File: src/rtl/sync_fifo_flags.sv
// Single-clock FIFO with occupancy count, almost-full/empty thresholds,
// sticky overflow/underflow flags and a selectable show-ahead or registered read port.
module sync_fifo_flags #(
    parameter int DATA_WIDTH    = 8,
    parameter int ADDR_WIDTH    = 4,
    parameter int FWFT          = 1,
    parameter int AFULL_THRESH  = 12,
    parameter int AEMPTY_THRESH = 2
) (
    input  logic                  clk,
    input  logic                  rst,
    input  logic                  wr_en,
    input  logic [DATA_WIDTH-1:0] wr_data,
    input  logic                  rd_en,
    output logic [DATA_WIDTH-1:0] rd_data,
    output logic                  rd_valid,
    output logic [ADDR_WIDTH:0]   count,
    output logic                  full,
    output logic                  empty,
    output logic                  almost_full,
    output logic                  almost_empty,
    output logic                  overflow,
    output logic                  underflow,
    input  logic                  clr_err
);

    localparam int DEPTH = 1 << ADDR_WIDTH;
    localparam int PW    = ADDR_WIDTH + 1;

    localparam logic [PW-1:0] ONE_V    = PW'(1);
    localparam logic [PW-1:0] ZERO_V   = PW'(0);
    localparam logic [PW-1:0] MSB_V    = PW'(DEPTH);
    localparam logic [PW-1:0] AFULL_V  = PW'(AFULL_THRESH);
    localparam logic [PW-1:0] AEMPTY_V = PW'(AEMPTY_THRESH);

    logic [DATA_WIDTH-1:0] mem_r [DEPTH];

    logic [PW-1:0] wr_ptr_r;
    logic [PW-1:0] rd_ptr_r;
    logic [PW-1:0] count_r;
    logic [PW-1:0] wr_ptr_next_s;
    logic [PW-1:0] rd_ptr_next_s;
    logic [PW-1:0] count_next_s;

    logic full_r;
    logic empty_r;
    logic afull_r;
    logic aempty_r;
    logic overflow_r;
    logic underflow_r;

    logic push_ok_s;
    logic pop_ok_s;

    // Accept decisions and next pointer/count values, all from pre-edge flags.
    always_comb begin
        push_ok_s     = wr_en & ~full_r;
        pop_ok_s      = rd_en & ~empty_r;
        wr_ptr_next_s = wr_ptr_r;
        rd_ptr_next_s = rd_ptr_r;
        count_next_s  = count_r;

        if (push_ok_s) begin
            wr_ptr_next_s = wr_ptr_r + ONE_V;
        end else begin
            wr_ptr_next_s = wr_ptr_r;
        end

        if (pop_ok_s) begin
            rd_ptr_next_s = rd_ptr_r + ONE_V;
        end else begin
            rd_ptr_next_s = rd_ptr_r;
        end

        case ({push_ok_s, pop_ok_s})
            2'b10:   count_next_s = count_r + ONE_V;
            2'b01:   count_next_s = count_r - ONE_V;
            default: count_next_s = count_r;
        endcase
    end

    // Pointers, count and occupancy flags; flags are registered from next state
    // so they change in the same cycle as count would imply.
    always_ff @(posedge clk) begin
        if (rst) begin
            wr_ptr_r <= ZERO_V;
            rd_ptr_r <= ZERO_V;
            count_r  <= ZERO_V;
            full_r   <= 1'b0;
            empty_r  <= 1'b1;
            afull_r  <= 1'b0;
            aempty_r <= 1'b1;
        end else begin
            wr_ptr_r <= wr_ptr_next_s;
            rd_ptr_r <= rd_ptr_next_s;
            count_r  <= count_next_s;
            // Wrap-safe full/empty: MSB differs with equal low bits means full.
            full_r   <= ((wr_ptr_next_s ^ rd_ptr_next_s) == MSB_V);
            empty_r  <= (wr_ptr_next_s == rd_ptr_next_s);
            afull_r  <= (count_next_s >= AFULL_V);
            aempty_r <= (count_next_s <= AEMPTY_V);
        end
    end

    // Storage array write; no reset, contents after reset are unreachable.
    always_ff @(posedge clk) begin
        if (!rst && push_ok_s) begin
            mem_r[wr_ptr_r[ADDR_WIDTH-1:0]] <= wr_data;
        end
    end

    // Sticky error flags; a new error event wins over clr_err.
    always_ff @(posedge clk) begin
        if (rst) begin
            overflow_r  <= 1'b0;
            underflow_r <= 1'b0;
        end else begin
            if (wr_en && full_r) begin
                overflow_r <= 1'b1;
            end else if (clr_err) begin
                overflow_r <= 1'b0;
            end else begin
                overflow_r <= overflow_r;
            end

            if (rd_en && empty_r) begin
                underflow_r <= 1'b1;
            end else if (clr_err) begin
                underflow_r <= 1'b0;
            end else begin
                underflow_r <= underflow_r;
            end
        end
    end

    generate
        if (FWFT != 0) begin : g_fwft
            assign rd_data  = mem_r[rd_ptr_r[ADDR_WIDTH-1:0]];
            assign rd_valid = ~empty_r;
        end else begin : g_reg
            logic [DATA_WIDTH-1:0] rd_data_r;
            logic                  rd_valid_r;

            // Registered read port: load on an accepted pop, strobe valid for one cycle.
            always_ff @(posedge clk) begin
                if (rst) begin
                    rd_data_r  <= {DATA_WIDTH{1'b0}};
                    rd_valid_r <= 1'b0;
                end else if (pop_ok_s) begin
                    rd_data_r  <= mem_r[rd_ptr_r[ADDR_WIDTH-1:0]];
                    rd_valid_r <= 1'b1;
                end else begin
                    rd_data_r  <= rd_data_r;
                    rd_valid_r <= 1'b0;
                end
            end

            assign rd_data  = rd_data_r;
            assign rd_valid = rd_valid_r;
        end
    endgenerate

    assign count        = count_r;
    assign full         = full_r;
    assign empty        = empty_r;
    assign almost_full  = afull_r;
    assign almost_empty = aempty_r;
    assign overflow     = overflow_r;
    assign underflow    = underflow_r;

endmodule
File: config.mk
export PLATFORM = sky130hd
export DESIGN_NAME = sync_fifo_flags
export DESIGN_NICKNAME = d
export VERILOG_FILES = /design/src/rtl/sync_fifo_flags.sv
export SDC_FILE = /design/constraint.sdc
export NUM_CORES = 1
export LEC_CHECK = 0
export BUFFER_PORTS_ARGS = -buffer_cell sky130_fd_sc_hd__buf_2
export CAP_MARGIN = 15
export CORE_MARGIN = 3
export CORE_UTILIZATION = 60
export DETAILED_ROUTE_END_ITERATION = 8
export PLACE_DENSITY = 0.78
export SYNTH_ARGS = -nofsm -noshare
export SYNTH_HDL_FRONTEND = slang
export SYNTH_SLANG_ARGS = --single-unit
export TNS_END_PERCENT = 50
File: constraint.sdc
create_clock -name clk -period 3.1 [get_ports clk]
set_clock_uncertainty 0.1 [all_clocks]
set_input_delay 0.93 -clock clk [delete_from_list [all_inputs] [get_ports clk]]
set_output_delay 0.93 -clock clk [all_outputs]
set_load 0.01 [all_outputs]
==> flow_summary.json, run 1 <==
{
  "fmax_mhz": 293.5,
  "hold_viol": 0,
  "synth_common_cells": "128 x edfxtp_1, 31 x nor2_1, 30 x mux4_1",
  "drc_errors": 0,
  "wl_um": 13740,
  "synth_cell_type_count": 50,
  "core_um2": 9910,
  "cts_tree": "yes",
  "diodes": 0,
  "setup-violations-final": 8,
  "grt_pass1_vias": 3583,
  "min-delay-start": "overflow",
  "path_clk_slew_ps": 60,
  "grt_use_met1_pct": 33.69,
  "ys.flop_type": "edfxtp_1",
  "arrival_ps": 2380,
  "numCtsBuffers": 17,
  "synth.most_common_cell": "edfxtp_1",
  "synth_top_area_share_pct": 61.99,
  "dp_hpwl_um": 7611,
  "path_cells": "buf_12, mux4_2, mux4_2, buf_6",
  "place_area_um2": 6615,
  "status": "complete, but fails checks",
  "insertion_delay_ps": 510,
  "design_area_um2": 7233,
  "drtIter0Drc": 441,
  "grt_overflow": 0,
  "clock_tree.root_cell": "clkbuf_8",
  "vias": 3451,
  "criticalPathCategory": "flop to output port",
  "seq_area_frac_synth_pct": 68.77,
  "worstPathMaxFanout": 9,
  "grt_max_degree": 22,
  "synth_edf_count": 128,
  "drtAntennaViolNets": 0,
  "gp_congestion": 0.7982,
  "placementRows": 36,
  "cellPowerDensity_nw_per_um2": 639.8,
  "area_growth_pct": 16.65,
  "rsz0062_at_grt": "true",
  "violations": "negative setup slack",
  "io_buffer_count": 32,
  "cts_sinks": 149,
  "slew_viol_final": 0,
  "rr_worst_depth": 9,
  "clockBufferDepth": 2,
  "busiest_layer": "met2",
  "fin_util_pct": 72.99,
  "synth.area.top_cells": "edfxtp_1 62%, mux4_1 13%, dfxtp_1 6.8%, mux4_2 3.6%, nor2_1 1.9%",
  "fp.dieH_um": 107.7,
  "critPathLaunchType": "flop",
  "holdBufCountCts": 0,
  "yosys_warnings": 0,
  "via_per_inst": 6.344,
  "drive_above_1_share_pct": 31.63,
  "fillers": 603,
  "antenna_found_initial": 2,
  "synthArstFlopShare_pct": 0,
  "place_ws_ps": 31.42,
  "die_area_um2": 11590,
  "fin_ws_ps": -307.1,
  "finalCriticalPeriod_ps": 3407,
  "ir_drop_mv": 0.4199,
  "hold_end": "overflow",
  "slowest_stage": "mux4_2",
  "whs_path_depth": 2,
  "final.period_utilization_pct": 109.9,
  "r2r-start": "empty",
  "syn_area_per_cell_um2": 18.51,
  "htree_levels": 4,
  "syn-num-nets": 355,
  "worst_pin_slew_ps": 665.1,
  "grt_pass1_wl_um": 21090,
  "crit_required_ps": 2070,
  "cpMostUsedCell": "mux4_2",
  "syn_inst": 335,
  "worstHoldPathType": "flop to flop",
  "crit-reg2reg-capture": "almost_empty",
  "first_pass_iters": 5,
  "nNetsFinal": 418,
  "yosysTopAreaCell": "edfxtp_1",
  "max_stage_delay_ps": 560,
  "maxCapViolations": 0,
  "wl_per_cell_um": 25.25,
  "p_leak_nw": 2.439,
  "end_kind": "output port",
  "synth_seq_cells": 149,
  "relSlewSlack_pct": 55.60,
  "r2r_slack_ps": 660,
  "grt_usage_pct": 25.65,
  "grt_use_met2_pct": 41.07,
  "synth_area_um2": 6201,
  "die_w_um": 107.7,
  "top_level_ports": 33,
  "hold_ws_ps": 410.7,
  "use_met3_pct": 7.738,
  "start_util_pct": 62.58
}
## state kept, by name, summed over array words and instances (netlist names)
signal	flops
full	1
underflow	1
count	5
wr_ptr_r	5
mem_r	128
rd_ptr_r	5
overflow	1
empty	1
almost_empty	1
almost_full	1
## final cells by class
type | instances | area (µm²) | share of cell area [%]
Tap cell | 133 | 166.4 | 2.301
Sequential cell | 149 | 4268 | 59.00
Multi-Input combinational cell | 160 | 1703 | 23.54
Timing Repair Buffer | 60 | 500.5 | 6.919
Inverter | 10 | 40.04 | 0.5535
Clock inverter | 12 | 130.1 | 1.799
Clock buffer | 20 | 425.4 | 5.881
## kinds of logic after synthesis
kind of cell | share of synthesized area, %
compound gates | 3.531
xor+xnor | 1.977
simple gates | 5.266
flops | 68.77
fa+ha+maj | 1.412
mux | 16.73
buf+inv | 2.320
## metal layers
| metal | vias up | routed length (µm) |
|---|---|---|
| li1 | 1473 | - |
| met1 | 1726 | 5224 |
| met2 | 208 | 6959 |
| met3 | 40 | 1188 |
| met4 | 4 | 329 |
| met5 | - | 34 |
## how the worst max path moves through the flow
| stage | startpoint | endpoint | cells after the start |
|---|---|---|---|
| 2_1_floorplan | wr_en | almost_empty | 9 |
| 3_3_place_gp | wr_en | almost_empty | 10 |
| 3_5_place_dp | wr_en | almost_empty | 10 |
| 4_1_cts | rd_ptr_r[0] | rd_data[6] | 4 |
| 5_1_grt | rd_ptr_r[0] | rd_data[2] | 4 |
| 6_report | rd_ptr_r[0] | rd_data[2] | 4 |
## placed cells by master (no fill, tap or decap), types with 3 or more instances in the layout
cell,netlist,layout
mux4_1,30,6
clkbuf_16,0,17
buf_4,0,22
xor2_1,6,6
o21a_1,3,3
nor3_1,3,3
nand2_1,15,15
a21oi_1,8,8
dfxtp_1,21,20
edfxtp_1,128,128
mux4_2,10,34
buf_6,3,8
inv_1,8,8
xnor2_1,5,5
nand3b_1,4,4
buf_2,3,25
clkinvlp_4,0,4
clkbuf_1,7,3
or3_1,3,3
nor2_1,31,31
o21ai_0,3,3
ha_1,7,7
## repair_timing
item | 4_1_cts | 5_1_grt
gates resized for setup | 25 | 10
gates cloned | 2 | 1
endpoints found under the setup margin | 8 | 8
buffers inserted | 2 | 1
## worst max-delay path: cells and delay by family, from the launching register on
kind                   cells  cell delay, ps
muxes                      2            1100
DFF                        1             440
buffers and inverters      2             320
## power breakdown
| group | total (W) | switching (W) | internal [W] |
|---|---|---|---|
| combinational | 0.000457 | 0.000222 | 0.000235 |
| sequential | 0.00224 | 0.0000364 | 0.00221 |
| clock | 0.00193 | 0.000784 | 0.00114 |
| total | 0.00463 | 0.00104 | 0.00359 |
## stage by stage
step | setup TNS, ps | power [W] | cells
floorplan | 0 | 0.002537 | 335
detailed placement | 0 | 0.002656 | 506
global route | -2640 | 0.004782 | 544
CTS | -2358 | 0.004629 | 542
finish | -2123 | 0.004628 | 544
global placement | 0 | 0.002638 | 506
(Power assumes the default switching activity.)
==> run 2, diff against run 1 <==
--- a/config.mk
+++ b/config.mk
@@ -14,4 +14,3 @@
 export SYNTH_ARGS = -nofsm -noshare
 export SYNTH_HDL_FRONTEND = slang
 export SYNTH_SLANG_ARGS = --single-unit
-export TNS_END_PERCENT = 50
==> flow_summary.json, run 2 (synthesized netlist as in run 1, its figures left out) <==
{
  "status": "complete, but fails checks",
  "violations": "negative setup slack",
  "maxCapViolations": 0,
  "cp_top_family": "multiplexers",
  "placementRows": 36,
  "gp_congestion": 0.7982,
  "htree_levels": 4,
  "hold_viol": 0,
  "busiest_layer": "met2",
  "cts_sinks": 149,
  "insertion_delay_ps": 510,
  "fin_ws_ps": -306.3,
  "via_per_inst": 6.360,
  "nNetsFinal": 418,
  "p_leak_nw": 2.439,
  "largest_reg_flops": 128,
  "wl_per_cell_um": 25.30,
  "max_stage_delay_ps": 550,
  "crit-reg2reg-capture": "almost_empty",
  "area_growth_pct": 16.65,
  "end_kind": "output port",
  "relSlewSlack_pct": 55.03,
  "place_ws_ps": 31.42,
  "grt_use_met1_pct": 33.69,
  "mostFrequentLayoutCell": "edfxtp_1",
  "grt_use_met2_pct": 41.07,
  "wl_um": 13760,
  "clockBufferDepth": 2,
  "drc_errors": 0,
  "use_met3_pct": 7.738,
  "path_clk_slew_ps": 60,
  "start_util_pct": 62.58,
  "r2r-start": "empty",
  "first_pass_iters": 5,
  "numCtsBuffers": 17,
  "grt_max_degree": 22,
  "ir_drop_mv": 0.4214,
  "finalCriticalPeriod_ps": 3406,
  "diodes": 0,
  "core_um2": 9910,
  "clock_tree.root_cell": "clkbuf_8",
  "drtIter0Drc": 439,
  "grt_pass1_wl_um": 21090,
  "drtAntennaViolNets": 0,
  "slew_viol_final": 0,
  "slowest_stage": "mux4_2",
  "vias": 3460,
  "worstPathMaxFanout": 9,
  "criticalPathCategory": "flop to output port",
  "critPathBufInv": 2,
  "grt_usage_pct": 25.65,
  "die_area_um2": 11590,
  "final_cell_mix": "128 x edfxtp_1, 34 x mux4_2, 31 x nor2_1, 25 x buf_2, 22 x buf_4",
  "die_w_um": 107.7,
  "path_cells": "buf_12, mux4_2, mux4_2, buf_6",
  "rsz0062_at_grt": "true",
  "io_buffer_count": 32,
  "critPathLaunchType": "flop",
  "worstHoldPathType": "flop to flop",
  "hold_ws_ps": 404.7,
  "hold_end": "overflow",
  "dp_hpwl_um": 7611,
  "antenna_found_initial": 2,
  "arrival_ps": 2380,
  "fmax_mhz": 293.6,
  "cts_tree": "yes",
  "drive_above_1_share_pct": 31.63,
  "crit_start": "rd_ptr_r[0]",
  "grt_overflow": 0,
  "top_level_ports": 33,
  "rr_worst_depth": 9,
  "cellPowerDensity_nw_per_um2": 640.6,
  "grt_pass1_vias": 3584,
  "r2r_slack_ps": 670,
  "whs_path_depth": 2,
  "final.period_utilization_pct": 109.9,
  "setup-violations-final": 8,
  "min-delay-start": "overflow",
  "cpMostUsedCell": "mux4_2",
  "fp.dieH_um": 107.7,
  "crit_required_ps": 2070,
  "worst_pin_slew_ps": 673.6
}
## run 2: worst min-delay path, cell delays in order, from the launching register on
cell and delay [ps]:
dfxtp_1 320, a22oi_1 70, nor2_1 80
## run 2: how the worst max path moves through the flow
stage,to,slack [ps],depth (start not counted)
after floorplan,almost_empty,250,9
after global placement,almost_empty,160,10
after detailed placement,almost_empty,30,10
after CTS,rd_data[6],-330,4
after global routing,rd_data[2],-360,4
final,rd_data[2],-310,4
## run 2: repair_timing
item                                   CTS  global route
hold buffers                             0             0
setup buffers                            2             1
endpoints found under the hold margin    0             0
resized for setup                       25            10
setup endpoints to repair                8             8
gates cloned                             2             1
## run 2: area by class of cell
cell class              count  area (µm²)
multi-input cells         160        1703
clock inverters            12       130.1
clock buffers              20       425.4
flip-flops and latches    149        4268
fillers                   603        2676
inverters                  10       40.04
repair buffers             60       500.5
well taps                 133       166.4
## run 2: metrics by stage
stage               instances  TNS [ps]  power (W)  util, %  instance area, µm²
detailed placement        506         0   0.002656    66.76                6615
CTS                       542     -2358   0.004629    72.56                7191
finish                    544     -2150   0.004633    72.99                7233
floorplan                 335         0   0.002537        -                6201
global route              544     -2640   0.004783    72.99                7233
global placement          506         0   0.002638    66.76                6615
## run 2: report_power, final
part           internal (W)  total, W  switching [W]  leakage [nW]
Clock               0.00114   0.00193       0.000789         0.259
Sequential          0.00221   0.00224      0.0000366          1.32
Combinational      0.000235  0.000457       0.000222         0.855
Total               0.00359   0.00463        0.00105          2.44
## run 2: metal layers
layer  share of wire (%)  vias to the layer above
li1                    -                     1471
met1                  38                     1721
met2                  51                      231
met3                 8.7                       33
met4                 2.3                        4
met5                0.25                        -
